### src/rtl/counter_sequencer.sv
// counter_sequencer: queues short command programs (STEP3, STEP1, LOAD, HOLD)
// in a small FIFO and plays them back-to-back onto the control inputs of a
// 4-bit mode up-counter. All counter-facing outputs are registered.
module counter_sequencer #(
    parameter int DEPTH = 4,
    parameter int WIDTH = 4
) (
    input  logic                      clk,
    input  logic                      reset,
    input  logic                      cmd_valid,
    input  logic [1:0]                cmd_op,
    input  logic [WIDTH-1:0]          cmd_arg,
    output logic                      cmd_ready,
    input  logic                      flush,
    output logic                      load,
    output logic                      count_en,
    output logic [1:0]                c,
    output logic [WIDTH-1:0]          data_in,
    output logic                      busy,
    output logic                      done,
    output logic [$clog2(DEPTH):0]    level
);

    localparam int AW = $clog2(DEPTH);
    localparam logic [AW:0] FULL_LVL = (AW+1)'(DEPTH);

    typedef enum logic [1:0] {
        OP_STEP3 = 2'b00,
        OP_STEP1 = 2'b01,
        OP_LOAD  = 2'b10,
        OP_HOLD  = 2'b11
    } op_e;

    typedef enum logic {
        S_IDLE,
        S_EXEC
    } state_e;

    typedef struct packed {
        op_e             op;
        logic [WIDTH-1:0] arg;
    } cmd_t;

    // Everything the counter sees, plus the done pulse, travels as one word.
    typedef struct packed {
        logic             load;
        logic             count_en;
        logic [1:0]       c;
        logic [WIDTH-1:0] data_in;
        logic             done;
    } out_t;

    localparam out_t OUT_IDLE = '{1'b0, 1'b0, 2'b11, {WIDTH{1'b0}}, 1'b0};

    // Output word for one EXEC cycle, given the command and the number of
    // active cycles still to run including this one (0 means a no-op cycle).
    function automatic out_t decode(input op_e op, input logic [WIDTH-1:0] arg,
                                    input logic [WIDTH-1:0] rem);
        out_t o;
        o = OUT_IDLE;
        if (op == OP_LOAD) begin
            o.load    = 1'b1;
            o.data_in = arg;
            o.done    = 1'b1;
        end else if (rem == '0) begin
            o.done = 1'b1;
        end else begin
            o.count_en = 1'b1;
            case (op)
                OP_STEP3: o.c = 2'b00;
                OP_STEP1: o.c = 2'b01;
                default:  o.c = 2'b11;
            endcase
            o.done = (rem == WIDTH'(1));
        end
        return o;
    endfunction

    // FIFO storage and bookkeeping
    cmd_t             mem_q [DEPTH];
    logic [AW-1:0]    wr_ptr_q, rd_ptr_q;
    logic [AW:0]      count_q, count_d;
    logic             full, empty, push, pop;
    cmd_t             head;

    // Sequencer state
    state_e           state_q;
    op_e              cur_op_q;
    logic [WIDTH-1:0] cur_arg_q;
    logic [WIDTH-1:0] rem_q;
    logic [WIDTH-1:0] rem_dec;
    out_t             out_q;

    assign full      = (count_q == FULL_LVL);
    assign empty     = (count_q == '0);
    assign cmd_ready = !full && !flush;
    assign push      = cmd_valid && cmd_ready;
    // A new command is taken when idle, or on the final cycle of the current
    // one (done is high exactly then), so queued commands run with no bubble.
    assign pop       = !flush && !empty && ((state_q == S_IDLE) || out_q.done);
    assign head      = mem_q[rd_ptr_q];
    assign rem_dec   = rem_q - WIDTH'(1);

    // Occupancy next-state: push and pop in the same cycle cancel out.
    // NOTE: every combinational output gets a default first, so no path leaves it unassigned and no latch is inferred.
    always_comb begin
        count_d = count_q;
        if (flush) begin
            count_d = '0;
        end else begin
            case ({push, pop})
                2'b10:   count_d = count_q + (AW+1)'(1);
                2'b01:   count_d = count_q - (AW+1)'(1);
                default: count_d = count_q;
            endcase
        end
    end

    // FIFO pointers and occupancy; flush empties the queue.
    // NOTE: state registers use non-blocking assignments so every flop samples pre-edge values regardless of block ordering.
    always_ff @(posedge clk or negedge reset) begin
        if (!reset) begin
            wr_ptr_q <= '0;
            rd_ptr_q <= '0;
            count_q  <= '0;
        end else begin
            count_q <= count_d;
            if (flush) begin
                wr_ptr_q <= '0;
                rd_ptr_q <= '0;
            end else begin
                if (push) wr_ptr_q <= wr_ptr_q + AW'(1);
                if (pop)  rd_ptr_q <= rd_ptr_q + AW'(1);
            end
        end
    end

    // FIFO payload storage.
    // NOTE: the storage array has no reset; pointers and count alone decide which entries are valid.
    always_ff @(posedge clk) begin
        if (push) mem_q[wr_ptr_q] <= '{op: op_e'(cmd_op), arg: cmd_arg};
    end

    // Command FSM with registered outputs: load a command, count it down, chain the next.
    always_ff @(posedge clk or negedge reset) begin
        if (!reset) begin
            state_q   <= S_IDLE;
            cur_op_q  <= OP_HOLD;
            cur_arg_q <= '0;
            rem_q     <= '0;
            out_q     <= OUT_IDLE;
        end else if (flush) begin
            state_q <= S_IDLE;
            out_q   <= OUT_IDLE;
        end else if (pop) begin
            state_q   <= S_EXEC;
            cur_op_q  <= head.op;
            cur_arg_q <= head.arg;
            rem_q     <= head.arg;
            out_q     <= decode(head.op, head.arg, head.arg);
        end else if (state_q == S_EXEC) begin
            if (out_q.done) begin
                state_q <= S_IDLE;
                out_q   <= OUT_IDLE;
            end else begin
                rem_q <= rem_dec;
                out_q <= decode(cur_op_q, cur_arg_q, rem_dec);
            end
        end
    end

    assign load     = out_q.load;
    assign count_en = out_q.count_en;
    assign c        = out_q.c;
    assign data_in  = out_q.data_in;
    assign done     = out_q.done;
    assign busy     = (state_q == S_EXEC);
    assign level    = count_q;

endmodule

### config.mk
export PLATFORM = sky130hd
export DESIGN_NAME = counter_sequencer
export DESIGN_NICKNAME = d
export VERILOG_FILES = /design/src/rtl/counter_sequencer.sv
export SDC_FILE = /design/constraint.sdc
export NUM_CORES = 1
export LEC_CHECK = 0
export CAP_MARGIN = 15
export CELL_PAD_IN_SITES_DETAIL_PLACEMENT = 1
export CELL_PAD_IN_SITES_GLOBAL_PLACEMENT = 1
export CORE_MARGIN = 5
export CORE_UTILIZATION = 46
export CTS_CLUSTER_SIZE = 20
export DETAILED_ROUTE_END_ITERATION = 10
export PLACE_DENSITY_LB_ADDON = 0.1
export SLEW_MARGIN = 0
export SYNTH_ARGS = -nofsm -noshare
export SYNTH_HDL_FRONTEND = slang
export SYNTH_SLANG_ARGS = --single-unit
### constraint.sdc
create_clock -name clk -period 2.85 [get_ports clk]
set_clock_uncertainty 0.2 [all_clocks]
set_input_delay 0.7125 -clock clk [delete_from_list [all_inputs] [get_ports clk]]
set_output_delay 0.7125 -clock clk [all_outputs]
set_load 0.005 [all_outputs]
==> impl_metrics.csv <==
group,metric,value,unit
outcome,status,"finished clean",
synthesis,syn_inst,194,
setup_path,critical_path.startpoint_type,"input port",
placement,dpl.hpwl,3930,um
drt,routed_length_per_instance,17.7,um
synthesis,async_set_or_reset_flop_fraction_in_the_synthesized_netlist,52.9,%
setup_path,type_of_destination_of_the_critical_path,"primary output",
synthesis,synth_warnings,0,
timing,fin_worst_hold_slack,0.281,ns
setup_path,worst_setup_path_startpoint,"flush",
die,chipHeight,82.9,um
cts,post_cts_resize_count,0,
final_layout,fill_cells,543,
synthesis,seq_area_frac_synth,57.3,%
grt,grt_max_degree,28,
drt,antenna_violating_nets_post_route,0,
final_layout,multi_input_comb_area,972,um^2
synthesis,yosys.cell_types.count,49,
synthesis,synth_simple_gate_area_share,14.2,%
timing,final_hold_viol_count,0,
die,design.portCount,24,
die,die-area,0.00688,mm^2
placement,io_buffers,23,
synthesis,synth_ff_type,"edfxtp_1",
timing,report.final.setup_viol,0,
cts,worstSkewPairLatency,0.30,ns
drt,vias_per_cell,5.51,
cts,clk_transition_reported_paths,0.09,ns
setup_path,timing.critical_path.slowest_stage_cell,"clkdlybuf4s50_1",
setup_path,max_stage_delay,0.51,ns
drt,detail_route.wirelength,5220,um
cts,ctsHoldBuffers,0,
die,floorplan.initialDensity,47.6,%
final_layout,final_core_utilization,56.8,%
synthesis,yosys-mux-area-fraction,7.92,%
timing,total_negative_slack_for_setup_checks,0,ns
setup_path,worst-setup-path-type,"input port to primary output",
power,max-vdd-ir-drop,425,uV
grt,first_pass_grt_wire_length,8770,um
drt,drt_pre_antenna_iters,4,
cts,clk_path_buf_depth,2,
run,max-cap-violations,0,
cts,clock-sinks,51,
setup_path,critical_path.max_fanout,2,
timing,drv_slew,0,
synthesis,yosys-top-cells-count,"26 x nand2_1, 24 x edfxtp_1, 23 x dfrtp_1",
timing,slew_headroom,54.1,%
grt,global_route.usage.total,16.0,%
grt,globalRoute.totalOverflow,0,
synthesis,number_of_enable_type_register_cells_in_the_synthesized_netlist,24,
grt,grt_antenna_before_repair,0,
synthesis,synth.top_cells.by_area,"edfxtp_1 29%, dfrtp_1 24%, dfstp_2 4.3%",
drt,route.detailed.drc,0,
final_layout,area_delta_synth_final,19.4,%
timing,post-route-min-period,2.69,ns
cts,ctsRootBufferMaster,"clkbuf_8",
cts,clock_tree_from_tritoncts,"built",
setup_path,worst-endpoint-arrival,1.78,ns
timing,clock.fmax,0.371,GHz
final_layout,design.final.nets,241,
synthesis,synth_compound_area_share,12.0,%
setup_path,timing.critical_path.cells,"clkdlybuf4s50_1 > nor2_1 > clkdlybuf4s50_1",
placement,gp_congestion,0.828,
power,power_density,984,mW/mm^2
synthesis,synth_area_per_cell,12.6,um^2
final_layout,drive_gt1_share,14.3,%
drt,detailroute.via_count,1619,
cts,cts_buffers,5,
worst_hold_path,worst_hold_path_type,"register to register",
synthesis,adder_and_majority_gate_portion_of_the_synthesized_area,4.40,%
die,floorplan.die.width,82.9,um
timing,setup_repair_after_global_routing_missed_its_margin,"no",
setup_path,critPathRequiredTime,1.94,ns
grt,via_count_of_the_first_global_routing_pass,1768,
synthesis,mappedNetlistArea,0.00245,mm^2
synthesis,net_count_after_synthesis,212,
synthesis,yosys.area.top_type_share,29.4,%
die,fp-row-count,26,
cts,cts_htree_levels,2,
synthesis,synth_seq_cells,51,
setup_path,reg2reg_from,"rd_ptr_q[0]$_DFFE_PN0P_",
cts,cts.repair_timing.setup_buffer_count,0,
synthesis,synth_top_family_by_area,"simple AND/OR/NAND/NOR gates",
final_layout,seqCellArea,0.00140,mm^2
worst_hold_path,hold_start,"cur_op_q[0]$_DFFE_PN1P_",
synthesis,yosys.area.top_type,"edfxtp_1",
timing,timing.final.crit_share,94.5,%
setup_path,critical_path.most_common_cell,"clkdlybuf4s50_1",
die,core-area,0.00514,mm^2
drt,detailedRoute.firstIterationViolations,89,
timing,worst_pin_slew,0.683,ns
synthesis,synthXorXnorAreaFrac,1.28,%
final_layout,antenna-diode-count,0,
power,total_leakage_power,1.20,nW
synthesis,yosys.cell_count.top_type,"nand2_1",
==> per-layer routing <==
layer	vias to the layer above	GRT usage, %	wire, um
li1	769	-	-
met1	822	18.7	2250
met2	21	28.8	2750
met3	7	3.66	151
met4	0	5.20	69
met5	-	0	0
==> critical path, delay by kind of cell <==
family	cells	cell delay, ns
buffers and inverters	2	0.93
AND/OR/NAND/NOR	1	0.13
==> worst paths after layout <==
check                                     endpoint  slack (ns)  depth (start not counted)
max reg2reg                 data_in[1]$_DFFE_PN0P_        0.54                          4
max in group asynchronous  cur_op_q[1]$_DFFE_PN1P_        1.57                          2
min reg2reg                cur_op_q[0]$_DFFE_PN1P_        0.28                          2
min                        cur_op_q[0]$_DFFE_PN1P_        0.28                          2
min in group asynchronous     rem_q[1]$_DFFE_PN0P_        0.58                          2
max                                      cmd_ready        0.16                          3
==> area by class of cell <==
class	instances	area share [%]
inverter	8	1.03
multi-input combinational	126	33.3
clock buffer	5	2.36
tap	70	3.00
sequential	51	48.0
timing repair buffer	31	9.94
clock inverter	3	2.44
==> through the flow <==
stage | instances | cell area, um^2 | total power, W | worst slack, ns
after floorplan | 194 | 2450 | 0.00185 | 0.555
after global placement | 286 | 2780 | 0.00223 | 0.116
after detailed placement | 286 | 2780 | 0.00229 | 0.0228
after CTS | 294 | 2920 | 0.00290 | 0.151
after global routing | 294 | 2920 | 0.00306 | 0.111
final | 294 | 2920 | 0.00287 | 0.157
==> flip-flops by register name, summed over array words and instances (netlist names) <==
| name | cells |
|---|---|
| cur_op_q | 2 |
| data_in | 4 |
| mem_q | 24 |
| rd_ptr_q | 2 |
| rem_q | 4 |
| level | 3 |
| busy | 1 |
| load | 1 |
| wr_ptr_q | 2 |
| cur_arg_q | 4 |
| c | 2 |
| done | 1 |
| count_en | 1 |
==> power breakdown <==
part           total, W  internal, W  switching, W  leakage [nW]
combinational   0.00113     0.000535      0.000599         0.577
clock          0.000605     0.000356      0.000249        0.0703
sequential      0.00114     0.000966      0.000170         0.558
total           0.00287      0.00186       0.00102          1.20
==> cells by family (layout without fill, tap and decap cells) <==
group                      after synthesis  in the layout
xor gates and xnor gates                 2              2
and+or+nand+nor                         67             67
AOI/OAI and AO/OA                       38             38
adders and majority gates                8              8
buffers and inverters                   17             47
muxes                                   11             11
DFF                                     51             51
==> cell usage in the layout, fill, tap and decap left out, types with 2 or more instances in the layout <==
| cell type | count |
|---|---|
| nand2_1 | 26 |
| edfxtp_1 | 24 |
| dfrtp_1 | 23 |
| clkdlybuf4s50_1 | 23 |
| nor2_1 | 11 |
| inv_1 | 8 |
| buf_4 | 8 |
| ha_1 | 7 |
| nor3_1 | 6 |
| o21ai_0 | 6 |
| clkbuf_8 | 5 |
| nand2b_1 | 4 |
| and2_1 | 4 |
| a21oi_1 | 4 |
| mux4_2 | 4 |
| a22o_1 | 4 |
| mux2i_1 | 4 |
| dfstp_2 | 4 |
| nand3_1 | 3 |
| a21o_1 | 3 |
| o31ai_1 | 3 |
| nor3b_1 | 2 |
| or3_1 | 2 |
| nor3_2 | 2 |
| mux4_1 | 2 |
| o311ai_0 | 2 |
| or4_1 | 2 |
| o31ai_2 | 2 |
| a22oi_1 | 2 |
| o211ai_1 | 2 |
| bufinv_16 | 2 |
No activity file was read; power rests on OpenSTA's default activity.
